<file path="src/rtl/pipelined_rca_adder.sv">
// Pipelined ripple-carry adder/subtractor: STAGE_BITS resolved per clock, valid/ready on both sides.
// Define ADDER_SAT_EN to clamp the final result (add overflow -> all ones, sub borrow -> zero).
module pipelined_rca_adder #(
  parameter int WIDTH      = 4,
  parameter int STAGE_BITS = 1
) (
  input  logic             clk,
  input  logic             rst_n,
  input  logic             in_valid,
  output logic             in_ready,
  input  logic [WIDTH-1:0] a,
  input  logic [WIDTH-1:0] b,
  input  logic             cin,
  input  logic             sub,
  output logic             out_valid,
  input  logic             out_ready,
  output logic [WIDTH-1:0] sum,
  output logic             cout
);

  localparam int NS = WIDTH / STAGE_BITS;
  localparam int SB = STAGE_BITS;

  if (WIDTH < 1 || STAGE_BITS < 1 || (WIDTH % STAGE_BITS) != 0) begin : g_bad_cfg
    $error("pipelined_rca_adder: WIDTH must be a positive multiple of STAGE_BITS");
  end

  // st_a[k] carries the unconsumed A slices shifted down, with finished sum slices
  // entering from the top; after the last stage it holds the complete sum.
  logic [NS-1:0]    st_v, st_c;
  logic [WIDTH-1:0] st_a [NS];
  logic [WIDTH-1:0] st_b [NS];

  logic [NS-1:0]    ent_v, ent_c, nxt_c;
  logic [WIDTH-1:0] ent_a [NS];
  logic [WIDTH-1:0] ent_b [NS];
  logic [WIDTH-1:0] nxt_a [NS];
  logic [WIDTH-1:0] nxt_b [NS];
  logic [SB:0]      slice;
  logic             advance;

`ifdef ADDER_SAT_EN
  logic [NS-1:0] st_s, ent_s;
`endif

  assign out_valid = st_v[NS-1];
  assign sum       = st_a[NS-1];
  assign cout      = st_c[NS-1];
  assign advance   = !out_valid || out_ready;
  assign in_ready  = advance && rst_n;

  // Stage inputs: stage 0 takes the port operands, stage k takes register k-1.
  always_comb begin
    // NOTE: every combinational output gets a value on every path; a missed
    // branch would silently infer a latch.
    ent_v    = '0;
    ent_c    = '0;
    ent_v[0] = in_valid && in_ready;
    ent_c[0] = sub | cin;
    ent_a[0] = a;
    ent_b[0] = sub ? ~b : b;
    for (int k = 1; k < NS; k++) begin
      ent_v[k] = st_v[k-1];
      ent_c[k] = st_c[k-1];
      ent_a[k] = st_a[k-1];
      ent_b[k] = st_b[k-1];
    end
  end

`ifdef ADDER_SAT_EN
  always_comb begin
    ent_s    = '0;
    ent_s[0] = sub;
    for (int k = 1; k < NS; k++) begin
      ent_s[k] = st_s[k-1];
    end
  end
`endif

  always_comb begin
    slice = '0;
    nxt_c = '0;
    for (int k = 0; k < NS; k++) begin
      slice    = {1'b0, ent_a[k][SB-1:0]} + {1'b0, ent_b[k][SB-1:0]} + {{SB{1'b0}}, ent_c[k]};
      nxt_a[k] = (ent_a[k] >> SB) | (WIDTH'(slice[SB-1:0]) << (WIDTH - SB));
      nxt_b[k] = ent_b[k] >> SB;
      nxt_c[k] = slice[SB];
    end
`ifdef ADDER_SAT_EN
    if (!ent_s[NS-1] && nxt_c[NS-1]) begin
      nxt_a[NS-1] = '1;
    end else if (ent_s[NS-1] && !nxt_c[NS-1]) begin
      nxt_a[NS-1] = '0;
    end
`endif
  end

  always_ff @(posedge clk) begin
    if (!rst_n) begin
      // NOTE: the operand/sum registers are cleared too, so sum/cout read 0 after
      // reset and a flushed pipeline never exposes stale data.
      st_v <= '0;
      st_c <= '0;
      for (int k = 0; k < NS; k++) begin
        st_a[k] <= '0;
        st_b[k] <= '0;
      end
    end else if (advance) begin
      // NOTE: non-blocking so every stage samples its neighbour's old value.
      st_v <= ent_v;
      st_c <= nxt_c;
      for (int k = 0; k < NS; k++) begin
        st_a[k] <= nxt_a[k];
        st_b[k] <= nxt_b[k];
      end
    end
  end

`ifdef ADDER_SAT_EN
  always_ff @(posedge clk) begin
    if (!rst_n) begin
      st_s <= '0;
    end else if (advance) begin
      st_s <= ent_s;
    end
  end
`endif

endmodule
</file>
<file path="config.mk">
export PLATFORM = sky130hd
export DESIGN_NAME = pipelined_rca_adder
export DESIGN_NICKNAME = d
export VERILOG_FILES = /design/src/rtl/pipelined_rca_adder.sv
export SDC_FILE = /design/constraint.sdc
export NUM_CORES = 1
export LEC_CHECK = 0
export ABC_AREA = 0
export CORE_UTILIZATION = 49
export CTS_BUF_LIST = sky130_fd_sc_hd__clkbuf_4
export CTS_CLUSTER_SIZE = 14
export DETAILED_ROUTE_END_ITERATION = 12
export PLACE_DENSITY = 0.77
export SETUP_SLACK_MARGIN = 0.2
export SLEW_MARGIN = 20
export SYNTH_ARGS = -nofsm -noshare
export SYNTH_HDL_FRONTEND = slang
export SYNTH_SLANG_ARGS = --single-unit
</file>
<file path="constraint.sdc">
create_clock -name clk -period 1.4 [get_ports clk]
set_clock_uncertainty 0.05 [all_clocks]
set_input_delay 0.14 -clock clk [delete_from_list [all_inputs] [get_ports clk]]
set_output_delay 0.14 -clock clk [all_outputs]
set_load 0.01 [all_outputs]
</file>
After elaboration in Yosys (flattened, before gate mapping)
Memories as Yosys holds them, arrays and structs flattened.
Index checks and enable logic that the tools add are counted.
{"block": "totals", "in_bits": 14, "regBits": 8, "elab_cells": 43, "mem_count": 2, "output_inout_bits": 7, "mem_bits_rw": 28}
{"name": "st_a", "depth": 4, "word_bits": 4, "rd": 4, "rd_ports_with_merged_regs": 0, "write_ports": 4, "line": "31", "rtl": "logic [WIDTH-1:0] st_a [NS];"}
{"name": "st_b", "depth": 4, "word_bits": 3, "rd": 3, "rd_ports_with_merged_regs": 0, "write_ports": 4, "line": "32", "rtl": "logic [WIDTH-1:0] st_b [NS];"}
{"block": "op_classes", "reduce_logical": 4, "n_bitwise": 14, "n_mux": 13, "addsub": 8}
{"cell": "$mux 4", "n": 5}
{"cell": "$or 3x4->4", "n": 4}
{"cell": "$mux 3", "n": 4}
{"cell": "$or 1x1->1", "n": 9}
{"cell": "$add 1x1->2", "n": 4}
{"cell": "$add 2x1->2", "n": 4}
{"cell": "$mux 1", "n": 4}
{"cell": "$not 4->4", "n": 1}
{"cell": "$logic_and 1x1->1", "n": 2}
{"cell": "$logic_not 1->1", "n": 1}
{"cell": "$logic_or 1x1->1", "n": 1}

Longest topological paths before layout
Gate-level depths: netlist (run 1).
{"block": "logic_depth", "ltp_word": 6, "mapped_depth": 5, "ltp_nobuf": 4}

Worst setup path before layout (run 1)
No wires, ideal clock.
{"block": "synth_path", "kind": "register -> register", "from": "reg st_v[3]", "to": "mem st_a[0][0], enable pin", "arrival_time_ns": 1.117, "setup_ns": 0.411, "path_buffers": 1, "synth_period_minus_slack_ns": 1.578, "required_ns": 0.939, "path_stages_with_launch": 4, "slack_ns": -0.178, "cell_sequence": "dfxtp_1 > nor2b_4 > buf_6 > nand2_1"}
{"item": "from (decl)", "line": "30", "rtl": "logic [NS-1:0] st_v, st_c;"}
{"item": "from (signal assigned)", "line": "110", "rtl": "st_v <= ent_v;"}
{"item": "to (decl)", "line": "31"}

==> impl_metrics.prom, run 1 <==
# TYPE chip_impl_metric gauge
chip_impl_info{name="crit_path_start",value="st_b[0][0]"} 1
chip_impl_metric{name="p_int",unit="W"} 0.00136
chip_impl_metric{name="totalWireLength",unit="um"} 1890
chip_impl_metric{name="worst-endpoint-arrival",unit="ps"} 1330
chip_impl_info{name="synth-main-ff-cell",value="sky130_fd_sc_hd__edfxtp_1"} 1
chip_impl_metric{name="dp_hpwl",unit="um"} 1280
chip_impl_info{name="worstSetupEndpoint",value="st_a[0][7]"} 1
chip_impl_metric{name="grt_antenna_before_repair",unit=""} 0
chip_impl_info{name="worstReg2RegEnd",value="st_a[0][7]"} 1
chip_impl_info{name="synth.most_common_cell",value="sky130_fd_sc_hd__edfxtp_1"} 1
chip_impl_metric{name="syn_area",unit="um2"} 1310
chip_impl_metric{name="synth.net_count",unit=""} 111
chip_impl_metric{name="timing.fmax",unit="MHz"} 757
chip_impl_info{name="worst_setup_start_kind",value="flop"} 1
chip_impl_metric{name="cts-buffers-inserted",unit=""} 5
chip_impl_metric{name="die-area",unit="um2"} 2880
chip_impl_metric{name="synth_cell_type_count",unit=""} 17
chip_impl_info{name="post_synth_main_area_contributors",value="sky130_fd_sc_hd__edfxtp_1, sky130_fd_sc_hd__dfxtp_1, sky130_fd_sc_hd__and3_1, sky130_fd_sc_hd__fa_1, sky130_fd_sc_hd__mux2i_1"} 1
chip_impl_metric{name="cts.clk_slew.worst_paths",unit="ps"} 80
chip_impl_metric{name="globalplace.congestion",unit=""} 0.711
chip_impl_metric{name="syn-instance-count",unit=""} 93
chip_impl_metric{name="min_period",unit="ps"} 1320
chip_impl_metric{name="layout_cells_excl_fill",unit=""} 149
chip_impl_info{name="synth_largest_area_cell",value="sky130_fd_sc_hd__edfxtp_1"} 1
chip_impl_metric{name="layout-drive-gt1-share",unit=""} 0.202
chip_impl_metric{name="cts.sinks",unit=""} 30
chip_impl_metric{name="yosysWarnings",unit=""} 0
chip_impl_info{name="grt_setup_unrepaired",value="true"} 1
chip_impl_metric{name="synth.ff_latch_count",unit=""} 30
chip_impl_info{name="critPathKind",value="flop to flop"} 1
chip_impl_info{name="rr_startpoint",value="st_b[0][0]"} 1
chip_impl_metric{name="detail_route.wl_per_cell",unit="um"} 12.7
chip_impl_metric{name="grt.total_usage",unit=""} 0.157
chip_impl_metric{name="dr.first_iter.drc_count",unit=""} 1
chip_impl_metric{name="clock_power_share",unit=""} 0.304
chip_impl_metric{name="drt_via_density",unit=""} 5.13
chip_impl_info{name="synthTopCellsByCount",value="sky130_fd_sc_hd__edfxtp_1, sky130_fd_sc_hd__and3_1, sky130_fd_sc_hd__nand2_1"} 1
chip_impl_metric{name="place_ws",unit="ps"} -352
chip_impl_metric{name="grt_overflow_total",unit=""} 0
chip_impl_metric{name="hold_viol_final",unit=""} 0
chip_impl_metric{name="worst_slew_pin_slew",unit="ps"} 306
chip_impl_metric{name="placement.io_buffers",unit=""} 20
chip_impl_metric{name="post_route_cell_area",unit="um2"} 1600
chip_impl_metric{name="layout.nets",unit=""} 136
chip_impl_metric{name="setup_viol",unit=""} 0
chip_impl_metric{name="maxCapViolations",unit=""} 0
chip_impl_metric{name="power",unit="W"} 0.00171
chip_impl_metric{name="number_of_flops_mapped_to_enable_cells_by_yosys",unit=""} 22
chip_impl_metric{name="setup_slack_on_the_worst_flop_to_flop_path",unit="ps"} 80
chip_impl_metric{name="area_growth_syn_to_layout",unit="%"} 22.0
chip_impl_info{name="clock_tree.root_cell",value="sky130_fd_sc_hd__clkbuf_4"} 1
chip_impl_metric{name="asyncSetResetFlopFracSynth",unit=""} 0
chip_impl_metric{name="place.detailed.instances",unit=""} 141
chip_impl_info{name="status",value="completed"} 1
chip_impl_metric{name="pwr-share-comb",unit=""} 0.092
chip_impl_metric{name="layout.core_utilization",unit=""} 0.638
chip_impl_metric{name="synth_area_per_cell",unit="um2"} 14.1
chip_impl_metric{name="pin_count_of_the_biggest_net_entering_global_routing",unit=""} 24
chip_impl_metric{name="num_rows",unit=""} 18
chip_impl_metric{name="clk_latency",unit="ps"} 310
chip_impl_metric{name="pwr_density_cell",unit="nW/um2"} 1070
chip_impl_metric{name="worstPathMaxFanout",unit=""} 1
chip_impl_metric{name="netSwitchingFraction",unit=""} 0.202
chip_impl_metric{name="die_w",unit="um"} 53.7
chip_impl_metric{name="antenna_cells",unit=""} 0
chip_impl_metric{name="finalMaxSlewViolations",unit=""} 0
chip_impl_metric{name="share_seq_of_total_power",unit=""} 0.603
chip_impl_metric{name="yosysTopAreaCellShare",unit=""} 0.505
chip_impl_metric{name="post_dp_cell_area",unit="um2"} 1540
chip_impl_metric{name="first_global_vias",unit=""} 687
chip_impl_metric{name="drc",unit=""} 0
chip_impl_metric{name="static-leakage-power",unit="nW"} 0.731
chip_impl_metric{name="relSlewSlack",unit=""} 0.796
chip_impl_info{name="tritoncts_clock_tree",value="done"} 1
chip_impl_metric{name="max-vdd-ir-drop",unit="mV"} 0.838
chip_impl_metric{name="core-area",unit="um2"} 2500
chip_impl_metric{name="layout_worst_path_cycle_share",unit=""} 0.944
chip_impl_metric{name="drt-pass1-iter-count",unit=""} 4
chip_impl_metric{name="switching_power",unit="W"} 0.000344
chip_impl_metric{name="wire_length_of_the_first_global_routing_pass",unit="um"} 3020
chip_impl_metric{name="clockBufferDepth",unit=""} 2
chip_impl_info{name="worst_setup_path_end_kind",value="flop"} 1
chip_impl_metric{name="ant_nets",unit=""} 0
chip_impl_metric{name="floorplan.io_pins",unit=""} 21
chip_impl_metric{name="reg2reg_depth",unit=""} 2
chip_impl_metric{name="num_vias",unit=""} 764
chip_impl_info{name="min-delay-path-class",value="input port to flop"} 1
chip_impl_metric{name="initial_core_util",unit=""} 0.523
chip_impl_metric{name="floorplan.die.height",unit="um"} 53.7
chip_impl_metric{name="worst_endpoint_required_time",unit="ps"} 1410
chip_impl_metric{name="htreeDepth",unit=""} 2
chip_impl_metric{name="setup_ws",unit="ps"} 78.4
chip_impl_metric{name="ys_seq_area_frac",unit=""} 0.628
-- critical path: stages (launching register included) --
cell                       delay [ps]
sky130_fd_sc_hd__edfxtp_1         390
sky130_fd_sc_hd__fa_1             460
sky130_fd_sc_hd__and3_1           180
-- layout by cell type, fill, tap and decap left out, drive strengths merged --
cell,n
and2,1
and3,22
buf,7
clkbuf,8
clkdlybuf4s15,4
clkdlybuf4s50,10
dfxtp,8
dlygate4sd2,5
edfxtp,22
fa,4
mux2i,7
nand2,13
nand2b,1
nor2b,1
o21a,1
or2,1
xor2,4
-- sequential cells by signal, summed over array words and instances (netlist names) --
register / cells
st_c: 4
st_v: 4
st_a: 16
st_b: 6
-- final cells by class --
type	count	area, um2
timing repair buffer	26	241
multi-input combinational	55	434
clock buffer	8	60.1
fill	208	905
sequential	30	822
tap	30	37.5
-- per-layer routing --
layer	vias up	GRT usage	share of wire
met4	0	0.0789	0.016
met1	356	0.189	0.46
met2	26	0.246	0.47
li1	378	-	-
met5	-	0	0
met3	4	0.0593	0.050
-- power by group through the flow --
stage / logic [W] / clock network, W / registers [W]
2_1_floorplan: 0.0000888 / 0 / 0.00105
3_3_place_gp: 0.000158 / 0 / 0.00105
3_5_place_dp: 0.000165 / 0 / 0.00105
4_1_cts: 0.000157 / 0.000537 / 0.00103
5_1_grt: 0.000177 / 0.000577 / 0.00104
6_report: 0.000158 / 0.000520 / 0.00103
-- per-stage QoR --
stage,hold slack (ps),setup TNS (ps)
finish,337,0
global placement,399,-704
detailed placement,406,-1430
CTS,330,0
floorplan,239,0
global route,324,0
-- cell families (layout without fill, tap and decap cells) --
group,count (synthesis),after routing,share of synthesized area
AOI/OAI and AO/OA,1,1,0.00574
xor gates and xnor gates,4,4,0.0268
adders and majority gates,4,4,0.0612
buffers and inverters,8,34,0.0488
DFF,30,30,0.628
muxes,7,7,0.0536
and+or+nand+nor,39,39,0.176
-- repair_timing --
action / 4_1_cts / 5_1_grt
hold buffers: 0 / 0
pin swaps: 3 / 0
resized for setup: 15 / 5
setup endpoints to repair: 12 / 7
setup buffers: 0 / 0
-- worst min path at each step --
stage / start / to / slack [ps] / cells after the start
2_1_floorplan: in_valid / st_v[0] / 240 / 2
3_3_place_gp: st_c[3] / st_c[3] / 400 / 2
3_5_place_dp: st_c[3] / st_c[3] / 410 / 2
4_1_cts: in_valid / st_v[0] / 330 / 3
5_1_grt: in_valid / st_v[0] / 320 / 3
6_report: in_valid / st_v[0] / 340 / 3
Power figures use the tool's default switching activity.
==> run 2: changes to the inputs <==
SKIP_CTS_REPAIR_TIMING = 1   (was default)
==> run 2 against run 1 <==
- die area stayed put
- via count stayed put
- critical path depth unchanged
- critical path type unchanged
- largest cell class unchanged
==> impl_metrics.prom, run 2 (same netlist as run 1, synthesis figures left out) <==
# TYPE chip_impl_metric gauge
chip_impl_info{name="status",value="completed"} 1
chip_impl_metric{name="pin_count_of_the_biggest_net_entering_global_routing",unit=""} 24
chip_impl_metric{name="area_growth_syn_to_layout",unit="%"} 24.7
chip_impl_metric{name="worst-endpoint-arrival",unit="ps"} 1340
chip_impl_metric{name="htreeDepth",unit=""} 2
chip_impl_metric{name="static-leakage-power",unit="nW"} 0.858
chip_impl_metric{name="layout-drive-gt1-share",unit=""} 0.193
chip_impl_metric{name="num_vias",unit=""} 764
chip_impl_info{name="largest_register",value="st_a"} 1
chip_impl_metric{name="drt-pass1-iter-count",unit=""} 4
chip_impl_metric{name="placement.io_buffers",unit=""} 20
chip_impl_metric{name="detail_route.wl_per_cell",unit="um"} 12.8
chip_impl_metric{name="first_global_vias",unit=""} 695
chip_impl_info{name="critPathKind",value="flop to flop"} 1
chip_impl_metric{name="cts.sinks",unit=""} 30
chip_impl_info{name="mostFrequentLayoutCell",value="sky130_fd_sc_hd__edfxtp_1"} 1
chip_impl_info{name="most-common-layout-cells",value="sky130_fd_sc_hd__edfxtp_1, sky130_fd_sc_hd__and3_1, sky130_fd_sc_hd__nand2_1, sky130_fd_sc_hd__dlymetal6s2s_1, sky130_fd_sc_hd__clkdlybuf4s50_1"} 1
chip_impl_metric{name="floorplan.die.height",unit="um"} 53.7
chip_impl_metric{name="hold_viol_final",unit=""} 0
chip_impl_metric{name="globalplace.congestion",unit=""} 0.711
chip_impl_info{name="critical_path.top_delay_family",value="adder cells"} 1
chip_impl_metric{name="layout_worst_path_cycle_share",unit=""} 0.946
chip_impl_metric{name="floorplan.io_pins",unit=""} 21
chip_impl_info{name="top_regs",value="st_a x16, st_b x6"} 1
chip_impl_metric{name="worst_hold_path.num_cells",unit=""} 4
chip_impl_metric{name="clockBufferDepth",unit=""} 2
chip_impl_metric{name="layout.nets",unit=""} 136
chip_impl_metric{name="pwr_density_cell",unit="nW/um2"} 1050
chip_impl_metric{name="num_rows",unit=""} 18
chip_impl_info{name="worst_setup_path_end_kind",value="flop"} 1
chip_impl_metric{name="route.met2.wl",unit="um"} 896
chip_impl_metric{name="relSlewSlack",unit=""} 0.796
chip_impl_metric{name="grt_antenna_before_repair",unit=""} 0
chip_impl_metric{name="drt_via_density",unit=""} 5.13
chip_impl_metric{name="setup_slack_on_the_worst_flop_to_flop_path",unit="ps"} 80
chip_impl_metric{name="dp_hpwl",unit="um"} 1280
chip_impl_info{name="cp_slowest_cell",value="sky130_fd_sc_hd__fa_1"} 1
chip_impl_metric{name="drc",unit=""} 0
chip_impl_metric{name="layout.core_utilization",unit=""} 0.652
chip_impl_metric{name="maxCapViolations",unit=""} 0
chip_impl_metric{name="layout_cells_excl_fill",unit=""} 149
chip_impl_metric{name="ant_nets",unit=""} 0
chip_impl_metric{name="worst_endpoint_required_time",unit="ps"} 1420
chip_impl_metric{name="wire_length_of_the_first_global_routing_pass",unit="um"} 3060
chip_impl_metric{name="power",unit="W"} 0.00171
chip_impl_metric{name="antenna_cells",unit=""} 0
chip_impl_metric{name="place.detailed.instances",unit=""} 141
chip_impl_info{name="cp_cell_sequence",value="fa_1 > and3_4"} 1
chip_impl_metric{name="cts-buffers-inserted",unit=""} 5
chip_impl_metric{name="multi_input_comb_area",unit="um2"} 438
chip_impl_metric{name="setup_viol",unit=""} 0
chip_impl_metric{name="place_ws",unit="ps"} -352
chip_impl_metric{name="grt.total_usage",unit=""} 0.159
chip_impl_metric{name="cts.clk_slew.worst_paths",unit="ps"} 80
chip_impl_metric{name="timing.fmax",unit="MHz"} 755
chip_impl_info{name="top_layer",value="met4"} 1
chip_impl_metric{name="min_period",unit="ps"} 1320
chip_impl_metric{name="post_dp_cell_area",unit="um2"} 1540
chip_impl_metric{name="dr.first_iter.drc_count",unit=""} 8
chip_impl_metric{name="fillCellCount",unit=""} 196
chip_impl_info{name="tritoncts_clock_tree",value="done"} 1
chip_impl_metric{name="worst-path-buf-inv",unit=""} 0
chip_impl_metric{name="worstPathMaxFanout",unit=""} 1
chip_impl_metric{name="drt-met1-wl",unit="um"} 879
chip_impl_metric{name="initial_core_util",unit=""} 0.523
chip_impl_info{name="clock_tree.root_cell",value="sky130_fd_sc_hd__clkbuf_4"} 1
chip_impl_metric{name="setup_ws",unit="ps"} 75.4
chip_impl_metric{name="largest_register_ffs",unit=""} 16
chip_impl_metric{name="post_route_cell_area",unit="um2"} 1630
chip_impl_metric{name="max-vdd-ir-drop",unit="mV"} 0.836
chip_impl_metric{name="grt_overflow_total",unit=""} 0
chip_impl_info{name="grt_setup_unrepaired",value="true"} 1
chip_impl_metric{name="reg2reg_depth",unit=""} 2
chip_impl_metric{name="totalWireLength",unit="um"} 1900
chip_impl_info{name="min-delay-path-class",value="input port to flop"} 1
chip_impl_metric{name="finalMaxSlewViolations",unit=""} 0
chip_impl_metric{name="worst_slew_pin_slew",unit="ps"} 305
chip_impl_metric{name="met3_length",unit="um"} 96
chip_impl_metric{name="sequential_cell_area",unit="um2"} 822
chip_impl_metric{name="worstSetupPathDepth",unit=""} 2
chip_impl_metric{name="critPathMaxStageDelay",unit="ps"} 470
chip_impl_metric{name="clk_latency",unit="ps"} 310
chip_impl_info{name="worst_setup_start_kind",value="flop"} 1
chip_impl_metric{name="core-area",unit="um2"} 2500
chip_impl_metric{name="die_w",unit="um"} 53.7
chip_impl_metric{name="die-area",unit="um2"} 2880
run 2: where the power goes:
part           total (W)  switching (W)  internal, W
registers        0.00103      0.0000191      0.00101
clock network   0.000519       0.000261     0.000258
logic           0.000163      0.0000635    0.0000996
run 2: path summary, 6_finish.rpt:
| kind | start | endpoint |
|---|---|---|
| worst min register to register | st_c[3] | st_c[3] |
| worst max register to register | st_b[0][0] | st_a[0][7] |
| worst max-delay path | st_b[0][0] | st_a[0][7] |
| worst min-delay path | a[0] | st_c[0] |
run 2: worst register-to-register path: cells and delay by family (launching register included):
kind / cells / cell delay [ps]
DFF: 1 / 390
and+or+nand+nor: 1 / 180
adders and majority gates: 1 / 470
run 2: stage by stage:
| stage | hold slack [ps] | setup TNS, ps |
|---|---|---|
| floorplan | 239 | 0 |
| global placement | 399 | -704 |
| detailed placement | 406 | -1430 |
| CTS | 330 | -271 |
| global route | 318 | 0 |
| finish | 298 | 0 |
run 2: area by class of cell:
type                    instances  share of cell area
clock buffers                   8              0.0368
multi-input cells              55               0.269
flip-flops and latches         30               0.504
well taps                      30              0.0230
repair buffers                 26               0.167
run 2: layer usage:
metal,GRT usage,vias to the layer above
met4,0.0789,0
li1,-,378
met1,0.194,356
met5,0,-
met2,0.246,26
met3,0.0593,4
